### config.mk
export PLATFORM = sky130hd
export DESIGN_NAME = sram_like_arbiter
export DESIGN_NICKNAME = d
export VERILOG_FILES = /design/src/rtl/sram_like_arbiter.sv
export SDC_FILE = /design/constraint.sdc
export NUM_CORES = 1
export LEC_CHECK = 0
export BUFFER_PORTS_ARGS = -buffer_cell sky130_fd_sc_hd__buf_2
export CAP_MARGIN = 10
export CORE_AREA = 8 8 113 115
export CTS_CLUSTER_SIZE = 28
export DETAILED_ROUTE_END_ITERATION = 6
export DIE_AREA = 0 0 121 123
export SLEW_MARGIN = 10
export SYNTH_ARGS = -nofsm -noshare
export SYNTH_HDL_FRONTEND = slang
export SYNTH_SLANG_ARGS = --single-unit
### constraint.sdc
create_clock -name clk -period 4.3 [get_ports clk]
set_input_delay 0.86 -clock clk [delete_from_list [all_inputs] [get_ports clk]]
set_output_delay 0.86 -clock clk [all_outputs]
set_load 0.01 [all_outputs]
### src/rtl/sram_like_arbiter.sv
// Two-master, one-slave sram-like arbiter: data side has priority, bounded by a
// streak limit so a waiting instruction fetch is never starved. One transaction in flight.
module sram_like_arbiter #(
    parameter int MAX_DATA_STREAK = 4,
    parameter int STREAK_W        = 3
) (
    input  logic        clk,
    input  logic        resetn,
    input  logic        inst_req,
    input  logic        inst_wr,
    input  logic [1:0]  inst_size,
    input  logic [31:0] inst_addr,
    input  logic [31:0] inst_wdata,
    output logic [31:0] inst_rdata,
    output logic        inst_addr_ok,
    output logic        inst_data_ok,
    input  logic        data_req,
    input  logic        data_wr,
    input  logic [1:0]  data_size,
    input  logic [31:0] data_addr,
    input  logic [31:0] data_wdata,
    output logic [31:0] data_rdata,
    output logic        data_addr_ok,
    output logic        data_data_ok,
    output logic        req,
    output logic        wr,
    output logic [1:0]  size,
    output logic [31:0] addr,
    output logic [31:0] wdata,
    input  logic [31:0] rdata,
    input  logic        addr_ok,
    input  logic        data_ok
);

    typedef enum logic [1:0] {IDLE, ADDR, DATA} state_t;

    localparam logic [STREAK_W-1:0] STREAK_MAX = STREAK_W'(MAX_DATA_STREAK);

    state_t              state;
    logic                owner;   // 0 = inst, 1 = data
    logic [STREAK_W-1:0] streak;

    logic grant_data;
    logic sel;
    logic handshake;
    logic done;

    // NOTE: every signal gets a value on every path through always_comb, so no latch is inferred.
    always_comb begin
        grant_data = data_req && !(inst_req && streak == STREAK_MAX);
        sel        = (state == IDLE) ? grant_data : owner;

        if (state == IDLE) req = resetn && (inst_req || data_req);
        else               req = resetn && (state == ADDR);

        // Outputs read as zero while reset is asserted, even if a master is requesting.
        wr    = resetn && (sel ? data_wr : inst_wr);
        size  = resetn ? (sel ? data_size  : inst_size)  : 2'b00;
        addr  = resetn ? (sel ? data_addr  : inst_addr)  : 32'h0;
        wdata = resetn ? (sel ? data_wdata : inst_wdata) : 32'h0;

        handshake = req && addr_ok;
        // A data_ok outside DATA only counts when it coincides with the address handshake.
        done      = resetn && data_ok && (state == DATA || handshake);

        inst_addr_ok = handshake && !sel;
        data_addr_ok = handshake &&  sel;
        inst_data_ok = done && !sel;
        data_data_ok = done &&  sel;

        inst_rdata = rdata;
        data_rdata = rdata;
    end

    // NOTE: registered state uses non-blocking assignments so every flop samples pre-edge values.
    always_ff @(posedge clk or negedge resetn) begin
        if (!resetn) begin
            state  <= IDLE;
            owner  <= 1'b0;
            streak <= '0;
        end else begin
            case (state)
                IDLE: if (req) begin
                    owner <= sel;
                    if (!addr_ok)     state <= ADDR;
                    else if (data_ok) state <= IDLE;
                    else              state <= DATA;
                end
                ADDR: if (addr_ok) state <= data_ok ? IDLE : DATA;
                DATA: if (data_ok) state <= IDLE;
                default: state <= IDLE;
            endcase

            if (handshake) begin
                if (sel && inst_req)
                    streak <= (streak == STREAK_MAX) ? streak : streak + STREAK_W'(1);
                else
                    streak <= '0;
            end
        end
    end

endmodule

Word-level counts from Yosys, hierarchy flattened:

Index checks and enable logic that the tools add are counted.

* bits in registers: 6
* input port bits: 172
* output and inout bits: 136
* word-level logic and storage cells: 49

* $add $sub $neg: 1
* equality and inequality tests: 7
* mux-type cells: 17
* reduce and logical (&&, ||, !) cells: 21

Operators by type and width (number)
* $mux 32: 4
* $mux 2: 7
* $logic_and 1x1->1: 13
* $ne 2x2->1 const B: 4
* $mux 3: 2
* $pmux 2 s3: 1
* $reduce_and 2->1: 2
* $add 3x1->3 const B: 1
* $eq 3x3->1 const B: 1
* $mux 1: 3
* $reduce_and 3->1: 1
* $eq 2x1->1 const B: 1
* $eq 2x2->1 const B: 1
* $logic_not 1->1: 2
* $logic_not 2->1: 1
* $logic_or 1x1->1: 2

Longest topological paths before layout:

Gate-level depths: netlist (run 1).

* depth after elaboration: 8
* depth in mapped cells: 8
* depth with buffers taken out: 6

Worst setup path before layout (run 1):

Ideal clock, no wire load.

* path kind: in2out
* start: input port inst_req
* end: output port wdata[24]
* arrival time: 1.745 ns
* required time: 3.440 ns
* setup slack: 1.695 ns
* stages: 6
* path buffers: 2
* cell sequence: nand3_1 > a31oi_1 > buf_4 > buf_4 > mux2i_1 > nor2b_1

* cells in the longest elaborated chain, start to end: 6

Ends and longest elaborated chain
* start, declared: line 9 `input logic inst_req,`
* $logic_and 1x1->1: line 50 `grant_data = data_req && !(inst_req && streak == STREAK_MAX);`
* $logic_not 1->1: line 50
* $logic_and 1x1->1: line 50
* $mux 1: line 51 `sel = (state == IDLE) ? grant_data : owner;`
* $mux 32 (2 in series): line 60 `wdata = resetn ? (sel ? data_wdata : inst_wdata) : 32'h0;`
* end, declared: line 29 `output logic [31:0] wdata,`

Every way passes these cells.

Worst setup path after layout (run 1):

* start: input port inst_req
* end: output port wdata[6]

The elaborated chain is that of the path after synthesis.

==> results of run 1 <==
-- power by group --
part | internal (uW) | switching (uW)
clock | 119 | 31.8
sequential | 70.5 | 10.8
combinational | 287 | 287
total | 476 | 330
-- worst min-delay path, cell delays in order (launching register included) --
cell and delay, ps:
dfrtp_1 330, nor2_1 50, a21oi_1 100
-- registers in the layout, indices dropped and copies added (netlist names) --
| name | cells |
|---|---|
| owner | 1 |
| state | 2 |
| streak | 3 |
-- layout make-up --
| class | count | area, um2 |
|---|---|---|
| well taps | 143 | 179 |
| multi-input cells | 171 | 1340 |
| clock buffers | 3 | 75.1 |
| repair buffers | 214 | 1090 |
| fillers | 1187 | 8230 |
| flip-flops and latches | 6 | 150 |
| inverters | 3 | 11.3 |
-- path summary, 6_finish.rpt --
| check | cells after the start | end | from |
|---|---|---|---|
| worst max-delay path | 7 | wdata[6] | inst_req |
| worst min-delay path | 2 | owner | owner |
| worst max register to register | 7 | streak[2] | streak[0] |
| worst min register to register | 2 | owner | owner |
| max in group asynchronous | 2 | streak[1] | resetn |
| min in group asynchronous | 1 | state[0] | resetn |
-- synth_stat cells (2+ instances only) --
cell	n	share of area (%)
clkbuf_1	7	1.3
mux2i_1	67	32
ha_1	2	1.2
a21oi_1	3	0.72
nand2b_1	2	0.60
buf_6	6	3.3
nor3_1	3	0.72
buf_4	66	24
nor2b_1	68	20
inv_1	3	0.54
dfrtp_1	6	7.2
nand2_1	3	0.54
nor2_1	8	1.4
-- through the flow --
| stage | power [uW] | setup WS (ps) | std cells | hold slack (ps) | area [um2] |
|---|---|---|---|---|---|
| 4_1_cts | 823 | 844 | 540 | 532 | 2850 |
| 3_5_place_dp | 667 | 845 | 537 | 524 | 2770 |
| 3_3_place_gp | 651 | 922 | 537 | 517 | 2770 |
| 2_1_floorplan | 547 | 1690 | 259 | 495 | 2080 |
| 6_report | 806 | 883 | 540 | 529 | 2850 |
| 5_1_grt | 873 | 744 | 540 | 550 | 2850 |
-- logic make-up (layout without fill, tap and decap cells) --
group / count (synthesis) / after routing / synth area share [%]
DFF: 6 / 6 / 7.23
and+or+nand+nor: 91 / 91 / 26.5
muxes: 68 / 68 / 32.9
AOI/OAI and AO/OA: 10 / 10 / 3.32
buffers and inverters: 82 / 220 / 28.9
adders and majority gates: 2 / 2 / 1.21
-- layer usage --
| metal | vias to the layer above | GRT usage [%] | routed length, um |
|---|---|---|---|
| li1 | 1075 | - | - |
| met1 | 943 | 9.35 | 2660 |
| met2 | 116 | 17.3 | 3940 |
| met3 | 19 | 2.33 | 662 |
| met4 | 0 | 3.90 | 148 |
| met5 | - | 0 | 0 |
==> run summary, run 1 <==
Total CTS buffers - 3
P per Cell Area - 283 nW/um2
Remaining DRCs - 0
CTS root buffer - clkbuf_16
ANT nets after route - 0
Unrepaired setup endpoints after global routing - no
Site Rows - 39
Syn Std Cell Area - 2080 um2
CP Class - in -> out
Clk_lat worst skew - 230 ps
CP arrival - 2560 ps
Outcome - finished, final reports clean
Drt wl/cell - 13.7 um
Clk sink count - 6
Required @ worst endpoint - 3440 ps
Vias per inst - 3.99
Final worst path period share - 79.5%
Final Hold Fails - 0
Slew Limit Fails - 0
Nature of the critical path endpoint - primary output
Post_cts resized - 0
Crit Path Max Fanout - 21
Post-synth EDFFs - 0
Peak VDD IR - 0.0947 mV
Register area share after synthesis - 7.23%
R2R setup slack - 2030 ps
Vias - 2153
Worst min path class - reg -> reg
Critical Path Max Stage Delay - 530 ps
CP cell instances - buf_2, nand3_1, a31oi_4, buf_4, mux2i_1, nor2b_1, buf_2
Fin nets - 573
Maxcap violations - 0
Ys flop type - dfrtp_1
Mapped Cells - 259
Initial core utilization - 18.7%
Global route overflow - 0
Commonest cells after routing, fill and taps aside - buf_2 (211), nor2b_1 (68), mux2i_1 (67), nor2_1 (8), dfrtp_1 (6)
Number of synthesized register bits - 6
CTS Hold Bufs - 0
Io pins - 308
Static Leak - 0.00170 uW
Avg Cell Area, Syn - 8.01 um2
Core Area - 11100 um2
Layout area overhead - 37.1%
DRT Wirelength - 7.41 mm
Clock-pin transition on the worst setup and hold timing paths - 30 ps
Worst slew margin - 59.5%
Final setup violation count - 0
Die area - 14900 um2
Total iterations of the first detailed-routing run - 4
Die X - 121 um
Synth cell types - 28
Clock Skews - 2.79 ps
Setup TNS - 0 ps
1st-iter DRT viols - 10
First-pass GRT wire length - 11.3 mm
CP bufs+invs - 3
Final core occ - 25.7%
Slowest CP cell - a31oi_4
CTS Buffer Depth - 2
Dpl hpwl - 6.49 mm
CP startpoint kind - input pin
GPL Wtd Cong - 0.756
Tmin final - 3420 ps
Worst-margin pin slew - 608 ps
ANT cells - 0
Top delay family on crit path - buffers and inverters
Cell mode on critical path - buf_2
Post-CTS setup buffers - 0
Fraction of registers with async set/reset - 100%
Die Ht - 123 um
Largest net degree at the start of global routing - 44
Global-route usage over all layers - 9.15%
Syn. warnings - 0
H-tree depth - 1
Syn_nets - 433
CTS tree - done
Antenna violations before repair - 0
Share of layout cells above drive strength 1 - 55.9%
Port bufs - 211
Most common cell after layout, fill and taps aside - buf_2
Vias in the first global route - 2466
F_max - 293 MHz
(Power assumes the default switching activity.)
==> run 2: changes to the inputs <==
- ABC_AREA: unset -> 1
- CORE_AREA: 8 8 113 115 -> 8 8 112 114
- DIE_AREA: 0 0 121 123 -> 0 0 120 122
- clock period: 4.3 -> 2.8 ns (I/O delays scaled with it)
==> run summary, run 2 <==
Outcome - finished, final reports clean
Global-route usage over all layers - 9.94% (+0.79 points)
Vias - 2503 (+16%)
GPL Wtd Cong - 0.784 (+3.7%)
CP startpoint kind - register
Ranking of synthesized cells by area - buf_4 (23%), nor2_2 (19%), o21ai_0 (15%)
Finished Layout Cells - 618 (+14%)
Final Hold Fails - 0 (unchanged)
Commonest cells after routing, fill and taps aside - buf_2 (211), nor2_1 (71), nor2_2 (68), o21ai_0 (66), nand2_1 (14)
Register area share after synthesis - 6.86% (-0.37 points)
Overall power - 1090 uW (+35%)
CP bufs+invs - 4 (+1)
Port bufs - 211 (unchanged)
Tmin final - 2500 ps
Clk sink count - 6 (unchanged)
Top delay family on crit path - buffers and inverters
Core Area - 10700 um2 (-3.4%)
Worst min path class - in -> async
Total CTS buffers - 3 (unchanged)
Top flop regs - streak (3), state (2), owner (1)
Most common cell after layout, fill and taps aside - buf_2
Die X - 120 um (-0.83%)
Static Leak - 0.00155 uW (-9.1%)
P per Cell Area - 388 nW/um2 (+37%)
Fin nets - 654 (+14%)
Top cells by count, synth - nor2_1 (71), nor2_2 (68), buf_4 (66), o21ai_0 (66), nand2_1 (14)
Site Rows - 38 (-2.6%)
H-tree depth - 1 (unchanged)
Avg Cell Area, Syn - 6.42 um2 (-20%)
Required @ worst endpoint - 2240 ps (-1200 ps)
Peak VDD IR - 0.164 mV (+73%)
Crit Path Max Fanout - 36 (+71%)
Slowest CP cell - dfrtp_1
Die Ht - 122 um (-0.81%)
Cell taking the most area after synthesis - buf_4
Share of layout cells above drive strength 1 - 62.6% (+6.6 points)
Post_cts resized - 0 (unchanged)
Antenna violations before repair - 0 (unchanged)
Syn. warnings - 0 (unchanged)
Maxcap violations - 0 (unchanged)
Vias per inst - 4.05 (+1.6%)
Drt wl/cell - 13.1 um (-4.7%)
CP arrival - 1940 ps (-620 ps)
Synth cell types - 24 (-14%)
Worst slew margin - 74.5% (+15 points)
Total iterations of the first detailed-routing run - 5 (+1)
CTS Hold Bufs - 0 (unchanged)
Layout area overhead - 28.5%
Vias in the first global route - 2446 (-0.81%)
Io pins - 308 (unchanged)
Remaining DRCs - 0 (unchanged)
CP Launch Point - streak[0]
Count leader, synth - nor2_1
R2R Path Start - streak[0]
CTS tree - done
CTS root buffer - clkbuf_8
F_max - 399 MHz
Placed cells - 615 (+15%)
Unrepaired setup endpoints after global routing - no
Final worst path period share - 89.5%
Nature of the critical path endpoint - primary output
Clk_lat worst skew - 220 ps (about the same)
ANT nets after route - 0 (unchanged)
Initial core utilization - 20.5% (+1.7 points)
Largest Register - streak
CP Class - reg -> out
Post-CTS setup buffers - 0 (unchanged)
R2R setup slack - 1170 ps (-860 ps)
ANT cells - 0 (unchanged)
Ys flop type - dfrtp_1
Setup TNS - 0 ps (unchanged)
1st-iter DRT viols - 99 (+89)
R2r endpoint - streak[1]
Global route overflow - 0 (unchanged)
CP cell instances - inv_1, ha_1, nand3_1, nand3_4, nand2_8, inv_12, buf_4, nor2_2, nor2_1, buf_2
R2R depth - 8 (+1)
First-pass GRT wire length - 12.2 mm (+7.7%)
Post-synth EDFFs - 0 (unchanged)
Fraction of registers with async set/reset - 100% (unchanged)
Final setup violation count - 0 (unchanged)
Syn_nets - 515 (+19%)
Number of synthesized register bits - 6 (unchanged)
DRT Wirelength - 8.08 mm (+9.1%)
Die area - 14600 um2 (-1.6%)
CTS Buffer Depth - 2 (unchanged)
Worst-margin pin slew - 383 ps (-225 ps)
Dpl hpwl - 6.81 mm (+5.0%)
Clock Skews - 2.01 ps (-0.783 ps)
Slew Limit Fails - 0 (unchanged)
Mapped Cells - 341 (+32%)
Critical Path Max Stage Delay - 390 ps (-140 ps)
Largest net degree at the start of global routing - 45 (+2.3%)
Clock-pin transition on the worst setup and hold timing paths - 40 ps (about the same)
Max reg flops - 3 (unchanged)
Top-area cell type share of the netlist area - 22.6% (-9.7 points)
Syn Std Cell Area - 2190 um2 (+5.4%)
-- run 2: routing by layer --
| metal | vias up | global-route usage (%) | share of wire (%) |
|---|---|---|---|
| li1 | 1286 | - | - |
| met1 | 1052 | 10.6 | 38 |
| met2 | 142 | 18.3 | 51 |
| met3 | 23 | 3.56 | 9.8 |
| met4 | 0 | 2.65 | 1.3 |
| met5 | - | 0 | 0 |
-- run 2: cells by family after synthesis --
family                   synth area share [%]
adder cells (fa/ha/maj)                  1.14
flip-flops                               6.86
buffers and inverters                    35.4
XOR/XNOR                                0.400
AO/OA/AOI/OAI                            17.2
AND/OR/NAND/NOR                          39.0
-- run 2: worst max-delay path by stage --
stage	end	cells past startpoint
detailed placement	addr[9]	9
global route	addr[8]	10
CTS	addr[9]	10
global placement	addr[6]	9
finish	addr[9]	10
floorplan	addr[0]	9
-- run 2: final cells by class --
type	instances	area, um2
Fill cell	1214	7890
Clock buffer	3	41.3
Sequential cell	6	150
Tap cell	140	175
Timing Repair Buffer	219	1130
Inverter	10	55.1
Multi-Input combinational cell	240	1260
-- run 2: per-stage QoR --
stage	cell area, um2	setup slack, ps	hold slack [ps]	utilization [%]
after floorplan	2190	894	264	-
after global placement	2770	419	474	25.9
after detailed placement	2770	385	494	25.9
after CTS	2810	244	450	26.3
after global routing	2810	59.4	481	26.3
final	2810	295	447	26.3
-- run 2: report_power, final --
part / internal (uW) / switching (uW)
Sequential: 101 / 11.5
Combinational: 329 / 519
Clock: 92.3 / 37.0
==> run 3: changes to the inputs <==
- CTS_BUF_LIST: unset -> sky130_fd_sc_hd__clkbuf_16
- HOLD_SLACK_MARGIN: unset -> 0.02
==> run summary, run 3 (same netlist as run 2, synthesis figures left out) <==
Total iterations of the first detailed-routing run - 4 (-1)
CTS Buffer Depth - 2 (unchanged)
Peak VDD IR - 0.203 mV (+24%)
Total CTS buffers - 3 (unchanged)
Vias in the first global route - 2458 (+0.49%)
CP startpoint kind - register
Tmin final - 2510 ps (+9.80 ps)
Final Hold Fails - 0 (unchanged)
FILL cells - 1214 (unchanged)
Remaining DRCs - 0 (unchanged)
Unrepaired setup endpoints after global routing - no
CTS Hold Bufs - 0 (unchanged)
Global route overflow - 0 (unchanged)
Top flop regs - streak (3), state (2), owner (1)
Clock Skews - 1.25 ps (-0.760 ps)
Hold slack - 443 ps (-4.83 ps)
P per Cell Area - 419 nW/um2 (+8.1%)
Io pins - 308 (unchanged)
CTS root buffer - clkbuf_16
Post_cts resized - 0 (unchanged)
Antenna violations before repair - 0 (unchanged)
Slew Limit Fails - 0 (unchanged)
Sequential Power Share - 9.5% (-0.8 points)
Core Area - 10700 um2 (unchanged)
Sw frac - 48.6% (-3.5 points)
Reg area - 150 um2 (unchanged)
GPL Wtd Cong - 0.784 (unchanged)
DRT Wirelength - 8.11 mm (+0.31%)
Most common cell after layout, fill and taps aside - buf_2
CP Class - reg -> out
Final WS setup - 286 ps (-9.80 ps)
Vias per inst - 4.03 (-0.44%)
Share of layout cells above drive strength 1 - 62.6% (unchanged)
Fin nets - 654 (unchanged)
Clk_lat worst skew - 230 ps (about the same)
Nature of the critical path endpoint - primary output
Worst min path class - in -> async
Logic pwr share - 71.2% (-6.6 points)
Final core occ - 26.6% (+0.32 points)
Commonest cells after routing, fill and taps aside - buf_2 (211), nor2_1 (71), nor2_2 (68), o21ai_0 (66), nand2_1 (14)
Static Leak - 0.00157 uW (+0.99%)
NetSw - 579 uW (+2.0%)
1st-iter DRT viols - 97 (-2.0%)
ANT nets after route - 0 (unchanged)
First-pass GRT wire length - 12.3 mm (+0.73%)
Maxcap violations - 0 (unchanged)
F_max - 398 MHz (-0.39%)
CP arrival - 1950 ps (about the same)
Dpl hpwl - 6.81 mm (unchanged)
Outcome - finished, final reports clean
Internal cell power - 613 uW (+17%)
Initial core utilization - 20.5% (unchanged)
Multi-input gate area - 1260 um2 (unchanged)
H-tree depth - 1 (unchanged)
Die Ht - 122 um (unchanged)
Site Rows - 38 (unchanged)
Clock-pin transition on the worst setup and hold timing paths - 30 ps (about the same)
Final worst path period share - 89.8% (+0.35 points)
Worst slew margin - 74.9% (+0.37 points)
Drt wl/cell - 13.1 um (+0.31%)
Global-route usage over all layers - 9.99% (+0.048 points)
Die area - 14600 um2 (unchanged)
Die X - 120 um (unchanged)
Layout area overhead - 30.1%
Largest net degree at the start of global routing - 45 (unchanged)
Crit Path Max Fanout - 36 (unchanged)
Pre-CTS setup slack - 385 ps (unchanged)
Largest Register - streak
ANT cells - 0 (unchanged)
Final setup violation count - 0 (unchanged)
Clk pwr share - 19.3% (+7.4 points)
Vias - 2492 (-0.44%)
Max reg flops - 3 (unchanged)
Clk sink count - 6 (unchanged)
Worst-margin pin slew - 377 ps (-5.50 ps)
Required @ worst endpoint - 2240 ps (about the same)
Post-CTS setup buffers - 0 (unchanged)
Setup TNS - 0 ps (unchanged)
CTS tree - done
Port bufs - 211 (unchanged)
## run 3: changes by cell type in the layout (fill, tap and decap cells not counted)
| cell | delta |
|---|---|
| clkbuf_16 | +3 |
| clkbuf_8 | -3 |
## run 3: area by class of cell
type / instances / share of cell area [%]
timing repair buffer: 219 / 39.6
clock buffer: 3 / 2.64
sequential: 6 / 5.27
tap: 140 / 6.15
multi-input combinational: 240 / 44.4
inverter: 10 / 1.93
## run 3: power groups by stage
stage	clock [uW]	sequential [uW]	combinational, uW
3_5_place_dp	0	114	866
5_1_grt	240	116	946
4_1_cts	233	114	869
3_3_place_gp	0	114	859
2_1_floorplan	0	111	739
6_report	230	113	849
## run 3: per-layer routing
metal | wire, um | track usage [%] | share of wire (%) | vias to the layer above
met4 | 80 | 2.19 | 0.99 | 0
met2 | 4160 | 18.4 | 51 | 134
met5 | 0 | 0 | 0 | -
li1 | - | - | - | 1287
met1 | 3090 | 10.7 | 38 | 1051
met3 | 768 | 3.70 | 9.5 | 20
## run 3: path summary, 6_finish.rpt
check | from | to | slack, ps | cells after the start
max | streak[0] | addr[9] | 290 | 10
min | resetn | streak[2] | 440 | 2
max reg2reg | streak[0] | streak[1] | 1150 | 8
min reg2reg | owner | owner | 510 | 2
max in group asynchronous | resetn | streak[1] | 2090 | 2
min in group clk | owner | owner | 510 | 2
## run 3: per-stage QoR
stage | instance area, um2 | std cells | total power, uW
after detailed placement | 2770 | 615 | 980
after global routing | 2850 | 618 | 1300
after CTS | 2850 | 618 | 1220
after floorplan | 2190 | 341 | 850
final | 2850 | 618 | 1190
after global placement | 2770 | 615 | 973
## run 3: worst max-delay path, cell delays in order (launching register included)
cell and delay [ps]:
dfrtp_1 390, inv_1 80, ha_1 140, nand3_1 120, nand3_4 120, nand2_8 120, inv_12 230, buf_4 240
nor2_2 40, nor2_1 90, buf_2 140
